### config.mk
export PLATFORM = sky130hd
export DESIGN_NAME = qpsk_modulate
export DESIGN_NICKNAME = d
export VERILOG_FILES = /design/src/rtl/qpsk_pkg.sv /design/src/rtl/qpsk_carrier_lut.sv /design/src/rtl/qpsk_modulate.sv
export SDC_FILE = /design/constraint.sdc
export NUM_CORES = 1
export LEC_CHECK = 0
export ABC_AREA = 1
export ABC_CLOCK_PERIOD_IN_PS = 7270
export BUFFER_PORTS_ARGS = -buffer_cell sky130_fd_sc_hd__buf_2
export CELL_PAD_IN_SITES_DETAIL_PLACEMENT = 1
export CELL_PAD_IN_SITES_GLOBAL_PLACEMENT = 2
export CORE_MARGIN = 2
export CORE_UTILIZATION = 30
export CTS_CLUSTER_SIZE = 25
export DETAILED_ROUTE_END_ITERATION = 7
export PLACE_DENSITY_LB_ADDON = 0.1
export SLEW_MARGIN = 20
export SYNTH_ARGS = -nofsm -noshare
export SYNTH_HDL_FRONTEND = slang
export SYNTH_HIERARCHICAL = 1
export SYNTH_SLANG_ARGS = --single-unit
### constraint.sdc
create_clock -name clk -period 7.27 [get_ports clk]
set_input_delay 0.727 -clock clk [delete_from_list [all_inputs] [get_ports clk]]
set_output_delay 0.727 -clock clk [all_outputs]
set_load 0.005 [all_outputs]
### src/rtl/qpsk_pkg.sv
// qpsk_pkg: shared constants and types for the QPSK transmit datapath.
//   SAMPLE_W     : width of the signed passband sample
//   CARRIER_AMP  : peak carrier amplitude
//   COS_TAB/SIN_TAB : one carrier cycle in 8 phase steps, 9-bit signed
//   state_t      : modulator FSM state
package qpsk_pkg;

    localparam int SAMPLE_W     = 10;
    localparam int LUT_W        = 9;
    localparam int CARRIER_AMP  = 255;
    // 255 * cos(45 deg) rounded to the nearest integer.
    localparam int CARRIER_DIAG = 180;

    typedef logic signed [LUT_W-1:0] lut_t;

    localparam lut_t LA = lut_t'(CARRIER_AMP);
    localparam lut_t LD = lut_t'(CARRIER_DIAG);
    localparam lut_t LZ = lut_t'(0);

    localparam lut_t COS_TAB [8] = '{LA, LD, LZ, -LD, -LA, -LD, LZ, LD};
    localparam lut_t SIN_TAB [8] = '{LZ, LD, LA, LD, LZ, -LD, -LA, -LD};

    typedef enum logic {IDLE, ACTIVE} state_t;

endpackage

### src/rtl/qpsk_carrier_lut.sv
// qpsk_carrier_lut: combinational carrier table lookup.
//   phase   in  3-bit carrier phase index (0..7, 45 degree steps)
//   cos_val out signed cosine sample at that phase
//   sin_val out signed sine sample at that phase
module qpsk_carrier_lut
    import qpsk_pkg::*;
(
    input  logic [2:0] phase,
    output lut_t       cos_val,
    output lut_t       sin_val
);

    assign cos_val = COS_TAB[phase];
    assign sin_val = SIN_TAB[phase];

endmodule

### src/rtl/qpsk_modulate.sv
// qpsk_modulate: serial bits -> (I,Q) symbols -> passband samples I*cos + Q*sin.
//   clk, rst_n  clock, asynchronous active-low reset
//   bit_in      serial data bit (1 -> +1, 0 -> -1); first of a pair is I
//   bit_valid   bit_in valid; transfer when bit_valid && bit_ready
//   bit_ready   high while no complete pair is waiting
//   qpsk_out    registered signed passband sample, 0 when idle
//   busy        high while a symbol is being transmitted
//   sym_start   pulse with the first sample of each symbol
// SAMPLES_PER_SYMBOL must be a non-zero multiple of 8 so every symbol holds
// whole carrier cycles and the phase index can be the low counter bits.
module qpsk_modulate
    import qpsk_pkg::*;
#(
    parameter int SAMPLES_PER_SYMBOL = 16
) (
    input  logic                       clk,
    input  logic                       rst_n,
    input  logic                       bit_in,
    input  logic                       bit_valid,
    output logic                       bit_ready,
    output logic signed [SAMPLE_W-1:0] qpsk_out,
    output logic                       busy,
    output logic                       sym_start
);

    localparam int               CNT_W = $clog2(SAMPLES_PER_SYMBOL);
    localparam logic [CNT_W-1:0] LAST  = CNT_W'(SAMPLES_PER_SYMBOL - 1);

    // ---------------- bit collector ----------------
    logic bit_cnt;
    logic pair_i, pair_q, pair_full;
    logic xfer, load;

    assign bit_ready = !pair_full;
    assign xfer      = bit_valid && bit_ready;

    // load needs pair_full and xfer needs !pair_full, so the clear and the
    // set of pair_full below can never happen on the same edge.
    always_ff @(posedge clk or negedge rst_n) begin
        if (!rst_n) begin
            bit_cnt   <= 1'b0;
            pair_i    <= 1'b0;
            pair_q    <= 1'b0;
            pair_full <= 1'b0;
        end else begin
            if (load) pair_full <= 1'b0;
            if (xfer) begin
                if (!bit_cnt) begin
                    pair_i  <= bit_in;
                    bit_cnt <= 1'b1;
                end else begin
                    pair_q    <= bit_in;
                    bit_cnt   <= 1'b0;
                    pair_full <= 1'b1;
                end
            end
        end
    end

    // ---------------- FSM / sample counter ----------------
    state_t           state, state_nxt;
    logic [CNT_W-1:0] sample_cnt, cnt_nxt;
    logic             sym_i, sym_q;

    always_ff @(posedge clk or negedge rst_n) begin
        if (!rst_n) begin
            state      <= IDLE;
            sample_cnt <= '0;
            sym_i      <= 1'b0;
            sym_q      <= 1'b0;
        end else begin
            state      <= state_nxt;
            sample_cnt <= cnt_nxt;
            if (load) begin
                sym_i <= pair_i;
                sym_q <= pair_q;
            end
        end
    end

    // Counter wraps to 0 on every load, so carrier phase restarts per symbol.
    always_comb begin
        state_nxt = state;
        cnt_nxt   = '0;
        load      = 1'b0;
        case (state)
            IDLE: begin
                if (pair_full) begin
                    load      = 1'b1;
                    state_nxt = ACTIVE;
                end
            end
            ACTIVE: begin
                if (sample_cnt == LAST) begin
                    if (pair_full) load = 1'b1;   // back-to-back, no gap
                    else           state_nxt = IDLE;
                end else begin
                    cnt_nxt = sample_cnt + 1'b1;
                end
            end
            default: state_nxt = IDLE;
        endcase
    end

    assign busy = (state == ACTIVE);

    // ---------------- mixer / adder ----------------
    lut_t cos_val, sin_val;

    qpsk_carrier_lut u_lut (
        .phase   (sample_cnt[2:0]),
        .cos_val (cos_val),
        .sin_val (sin_val)
    );

    logic signed [SAMPLE_W-1:0] cos_ext, sin_ext, term_i, term_q, sample;

    // |cos| + |sin| peaks at 360, inside the 10-bit signed range.
    assign cos_ext = SAMPLE_W'(cos_val);
    assign sin_ext = SAMPLE_W'(sin_val);
    assign term_i  = sym_i ? cos_ext : -cos_ext;
    assign term_q  = sym_q ? sin_ext : -sin_ext;
    assign sample  = term_i + term_q;

    // ---------------- output register ----------------
    always_ff @(posedge clk or negedge rst_n) begin
        if (!rst_n) begin
            qpsk_out  <= '0;
            sym_start <= 1'b0;
        end else if (state == ACTIVE) begin
            qpsk_out  <= sample;
            sym_start <= (sample_cnt == '0);
        end else begin
            qpsk_out  <= '0;
            sym_start <= 1'b0;
        end
    end

endmodule
==> results of run 1 <==
Yosys cell counts (all sizes together):
cell type | n | area share
a21boi | 1 | 0.0059
a21oi | 21 | 0.057
a31oi | 3 | 0.0098
buf | 7 | 0.029
clkbuf | 4 | 0.014
dfrtp | 22 | 0.29
fa | 1 | 0.010
ha | 19 | 0.12
inv | 43 | 0.085
nand2 | 51 | 0.11
nand3 | 11 | 0.039
nand4 | 1 | 0.0033
nor2 | 28 | 0.071
nor3 | 1 | 0.0026
nor4 | 1 | 0.0033
o21ai | 20 | 0.058
o21bai | 1 | 0.0039
o22ai | 2 | 0.0066
o31ai | 2 | 0.0079
o41ai | 1 | 0.0046
or2 | 2 | 0.0066
xor2 | 13 | 0.060
metrics by stage:
stage | utilization | worst slack [ns] | hold slack (ns) | area (um2)
after floorplan | - | 4.50 | 0.431 | 1910
after global placement | 0.321 | 4.12 | 0.469 | 2000
after detailed placement | 0.321 | 4.07 | 0.477 | 2000
after CTS | 0.332 | 4.05 | 0.446 | 2070
after global routing | 0.332 | 3.75 | 0.465 | 2070
final | 0.332 | 4.07 | 0.430 | 2070
cell type report:
class / instances / area (um2) / area share
Timing Repair Buffer: 16 / 80.1 / 0.0386
Inverter: 43 / 161 / 0.0778
Clock buffer: 3 / 41.3 / 0.0199
Clock inverter: 1 / 30.0 / 0.0145
Sequential cell: 22 / 551 / 0.265
Tap cell: 77 / 96.3 / 0.0464
Multi-Input combinational cell: 179 / 1110 / 0.537
path summary, 6_finish.rpt:
path                                         start               endpoint  slack [ns]  cells after the start
min reg2reg                sample_cnt[3]$_DFF_PN0_    sym_start$_DFF_PN0_        0.48                      1
min in group clk           sample_cnt[3]$_DFF_PN0_    sym_start$_DFF_PN0_        0.48                      1
max in group asynchronous                    rst_n  qpsk_out[0]$_DFF_PN0_        6.47                      1
min                                          rst_n  qpsk_out[8]$_DFF_PN0_        0.43                      1
max                        sample_cnt[0]$_DFF_PN0_  qpsk_out[9]$_DFF_PN0_        4.07                     18
max reg2reg                sample_cnt[0]$_DFF_PN0_  qpsk_out[9]$_DFF_PN0_        4.07                     18
flip-flops by register name, indices dropped and copies added (netlist names):
signal	count
sym_i	1
pair_i	1
busy	1
sample_cnt	4
pair_q	1
qpsk_out	10
pair_full	1
sym_q	1
bit_cnt	1
sym_start	1
cells by family after synthesis:
group,Yosys count,synth area share
DFF,22,0.288
xor gates and xnor gates,13,0.0596
buffers and inverters,54,0.128
adders and majority gates,20,0.135
AOI/OAI and AO/OA,51,0.154
and+or+nand+nor,95,0.235
routing by layer:
metal,track usage,up-vias,part of all wire
met3,0.0237,2,0.020
met4,0.0264,0,0.0051
li1,-,824,-
met1,0.180,748,0.47
met2,0.255,12,0.51
met5,0,-,0
==> flow_metrics.env, run 1 <==
export IMPL_status="completed"
export IMPL_die_y_um=83.8
export IMPL_required_ns=7.48
export IMPL_slew_violations=0
export IMPL_grt_max_degree=23
export IMPL_drive_gt1_frac=0.182
export IMPL_hold_viol=0
export IMPL_crit_type="reg2reg"
export IMPL_ys_warn_count=6
export IMPL_postCtsSetupBuffers=0
export IMPL_syn2layout_area_growth_pct=8.65
export IMPL_postSynthAreaPerCell_um2=7.49
export IMPL_path_delay_family="simple AND/OR/NAND/NOR gates"
export IMPL_grt_pass1_wl_mm=7.86
export IMPL_start_util=0.306
export IMPL_cts_buffers=3
export IMPL_endpoint_kind="register"
export IMPL_crit_path_start_kind="register"
export IMPL_worst_ep_arrival_time_ns=3.41
export IMPL_yosysUniqueCellTypes=33
export IMPL_hold_class="in2async"
export IMPL_yosysSeqAreaShare=0.288
export IMPL_slew_limit_headroom=0.624
export IMPL_io_pins=17
export IMPL_cp_cell_sequence="inv_1 > ha_1 > inv_1 > nor2_1 > inv_2 > ha_1 > inv_1 > nor4_1 > or2_2 > xor2_1 > ha_1 > inv_1 > o21ai_0 > a21oi_1 > nand3_2 > nand3_2 > nand2_1 > nor2_1"
export IMPL_wirelength_mm=4.71
export IMPL_drt_iter0_drc=58
export IMPL_antenna_cells=0
export IMPL_fin_setup_tns_ns=0
export IMPL_ant_nets=0
export IMPL_die_w_um=83.8
export IMPL_ys_ff_latch=22
export IMPL_htreeDepth=1
export IMPL_placed_cells=337
export IMPL_grtUsageTotal=0.142
export IMPL_crit_path_max_fanout=8
export IMPL_worst_pin_slew_ns=0.563
export IMPL_layout_commonest_cell="nand2_1"
export IMPL_die_area_mm2=0.00702
export IMPL_syn_area_mm2=0.00191
export IMPL_max_stage_delay_ns=0.50
export IMPL_fin_worst_skew_ns=0.00239
export IMPL_grt_pass1_vias=1608
export IMPL_drt_wirelength_per_cell_um=13.8
export IMPL_fin_nets=289
export IMPL_insertion_delay_ns=0.27
export IMPL_clk_pin_slew_ns=0.10
export IMPL_viasPerCell=4.65
export IMPL_num_vias=1586
export IMPL_synth_nets=279
export IMPL_postCtsHoldBufs=0
export IMPL_rsz0062_at_grt="no"
export IMPL_crit_buf_inv=5
export IMPL_drv_cap=0
export IMPL_clk_path_buf_depth=2
export IMPL_period_minus_slack_ns=3.20
export IMPL_drt_pass1_iter_count=4
export IMPL_hpwl_mm=3.81
export IMPL_antenna_found_initial=0
export IMPL_core_area_mm2=0.00624
export IMPL_row_count=29
export IMPL_grt_overflow_total=0
export IMPL_cts_root_buf="clkbuf_8"
export IMPL_syn_inst=255
export IMPL_setup_violations=0
export IMPL_finalCritPeriodShare=0.441
export IMPL_cts_resized=0
export IMPL_fin_cells=341
export IMPL_drc=0
export IMPL_final_cell_mix="nand2_1 (46), inv_1 (35), nor2_1 (24), dfrtp_1 (22), a21oi_1 (20)"
export IMPL_critPathMostFrequentCell="inv_1"
export IMPL_cp_slowest_cell="dfrtp_1"
export IMPL_cts_tree="done"
export IMPL_n_fill_cell=792
export IMPL_clock_sinks=22
export IMPL_gp_congestion=0.774
export IMPL_max_freq_ghz=0.312
export IMPL_portBuffers=16
Power of run 1 is not shown: default switching activity piles up to over one toggle a cycle in this logic, so the estimate is an artifact.
==> run 2: changes to the inputs <==
--- a/config.mk
+++ b/config.mk
@@ -6,7 +6,7 @@
 export NUM_CORES = 1
 export LEC_CHECK = 0
 export ABC_AREA = 1
-export ABC_CLOCK_PERIOD_IN_PS = 7270
+export ABC_CLOCK_PERIOD_IN_PS = 2700
 export BUFFER_PORTS_ARGS = -buffer_cell sky130_fd_sc_hd__buf_2
 export CELL_PAD_IN_SITES_DETAIL_PLACEMENT = 1
 export CELL_PAD_IN_SITES_GLOBAL_PLACEMENT = 2
==> constraint.sdc (replaced) <==
create_clock -name clk -period 2.7 [get_ports clk]
set_input_delay 0.27 -clock clk [delete_from_list [all_inputs] [get_ports clk]]
set_output_delay 0.27 -clock clk [all_outputs]
set_load 0.005 [all_outputs]
==> flow_metrics.env, run 2 (synthesized netlist as in run 1, its figures left out) <==
export IMPL_viasPerCell=4.66
export IMPL_io_pins=17
export IMPL_antenna_cells=0
export IMPL_cts_buffers=3
export IMPL_clk_path_buf_depth=2
export IMPL_crit_path_start_kind="register"
export IMPL_endpoint_kind="register"
export IMPL_gp_congestion=0.777
export IMPL_crit_path_max_fanout=4
export IMPL_hold_ws_ns=0.264
export IMPL_clock_sinks=22
export IMPL_row_count=29
export IMPL_antenna_found_initial=0
export IMPL_hpwl_mm=4.00
export IMPL_grt_pass1_vias=1877
export IMPL_cp_cell_sequence="buf_6 > ha_4 > inv_2 > nor2_2 > inv_2 > ha_4 > inv_4 > nor4_4 > or2_4 > xor2_1 > ha_1 > inv_2 > buf_4 > buf_4 > buf_4 > o21ai_0 > a21oi_1"
export IMPL_status="completed"
export IMPL_portBuffers=16
export IMPL_insertion_delay_ns=0.27
export IMPL_hold_class="in2reg"
export IMPL_top_regs="qpsk_out x10, sample_cnt x4"
export IMPL_drv_cap=0
export IMPL_clk_pin_slew_ns=0.09
export IMPL_required_ns=2.86
export IMPL_fin_nets=330
export IMPL_worst_pin_slew_ns=0.555
export IMPL_drive_gt1_frac=0.430
export IMPL_worst_ep_arrival_time_ns=2.86
export IMPL_fin_worst_skew_ns=0.00216
export IMPL_grt_pass1_wl_mm=8.66
export IMPL_max_stage_delay_ns=0.42
export IMPL_hold_viol=0
export IMPL_wirelength_mm=5.05
export IMPL_die_y_um=83.8
export IMPL_syn2layout_area_growth_pct=36.6
export IMPL_num_vias=1782
export IMPL_drt_pass1_iter_count=4
export IMPL_drt_wirelength_per_cell_um=13.2
export IMPL_core_area_mm2=0.00624
export IMPL_cts_tree="done"
export IMPL_slew_limit_headroom=0.630
export IMPL_start_util=0.306
export IMPL_crit_type="reg2reg"
export IMPL_rsz0062_at_grt="yes"
export IMPL_cts_root_buf="clkbuf_8"
export IMPL_setup_violations=0
export IMPL_drc=0
export IMPL_die_area_mm2=0.00702
export IMPL_top_register="qpsk_out"
export IMPL_largest_reg_flops=10
export IMPL_grtUsageTotal=0.152
export IMPL_max_freq_ghz=0.370
export IMPL_final_cell_mix="nand2_1 (41), buf_4 (36), inv_1 (29), dfrtp_1 (22), nor2_1 (18)"
export IMPL_cp_slowest_cell="dfrtp_1"
export IMPL_drt_iter0_drc=32
export IMPL_grt_overflow_total=0
export IMPL_htreeDepth=1
export IMPL_layout_commonest_cell="nand2_1"
export IMPL_slew_violations=0
export IMPL_die_w_um=83.8
export IMPL_grt_max_degree=23
export IMPL_finalCritPeriodShare=1.00
export IMPL_ant_nets=0
export IMPL_period_minus_slack_ns=2.70
==> run 2: cell types whose count changed in the layout (fill, tap and decap cells not counted), sizes merged <==
cell / previous run / this run
buf: 16 / 56
dlygate4sd3: 0 / 1
==> run 2: worst paths after layout <==
kind                            slack (ns)                     from  depth (start not counted)                       to
worst min-delay path                  0.26                bit_valid                          4      bit_cnt$_DFFE_PN0P_
worst max register to register      0.0003  sample_cnt[1]$_DFF_PN0_                         17    qpsk_out[6]$_DFF_PN0_
max in group asynchronous             1.85                    rst_n                          2  sample_cnt[1]$_DFF_PN0_
worst min register to register        0.49  sample_cnt[3]$_DFF_PN0_                          1      sym_start$_DFF_PN0_
min in group asynchronous             0.50                    rst_n                          2    qpsk_out[9]$_DFF_PN0_
worst max-delay path                0.0003  sample_cnt[1]$_DFF_PN0_                         17    qpsk_out[6]$_DFF_PN0_
==> run 2: area by class of cell <==
class / count / area [um2]
Fill cell: 788 / 3630
Clock buffer: 3 / 41.3
Inverter: 43 / 164
Timing Repair Buffer: 57 / 405
Sequential cell: 22 / 551
Multi-Input combinational cell: 179 / 1320
Clock inverter: 1 / 30.0
Tap cell: 77 / 96.3
==> run 2: per-stage QoR <==
step | setup WS (ns) | instance area, um2 | std cells | setup TNS (ns) | util
2_1_floorplan | 0.0151 | 1910 | 255 | 0 | -
3_3_place_gp | -0.135 | 2260 | 371 | -0.256 | 0.362
3_5_place_dp | -0.208 | 2260 | 371 | -0.429 | 0.362
4_1_cts | -0.00141 | 2510 | 382 | -0.00141 | 0.402
5_1_grt | -0.169 | 2610 | 382 | -0.796 | 0.418
6_report | 0.000311 | 2610 | 382 | 0 | 0.418
==> run 2: repair_timing <==
action                     4_1_cts  5_1_grt
setup buffers                    6        0
pin swaps                       14       18
setup endpoints to repair        5        6
resized for setup               32       28
hold buffers                     1        0
hold endpoints to repair        22        0
==> run 2: worst max-delay path, delay by kind of cell, from the launching register on <==
kind | cells | cell delay [ns]
compound gates | 2 | 0.21
xor+xnor | 1 | 0.16
fa+ha+maj | 3 | 0.71
buf+inv | 8 | 0.72
flops | 1 | 0.42
simple gates | 3 | 0.38
==> run 2: per-layer routing <==
layer | up-vias | global-route usage | wire length [um]
met2 | 16 | 0.295 | 2710
met5 | - | 0 | 0
met3 | 6 | 0.0237 | 93
met1 | 855 | 0.177 | 2160
li1 | 905 | - | -
met4 | 0 | 0.0264 | 87
Power of run 2 is left out for the same reason.
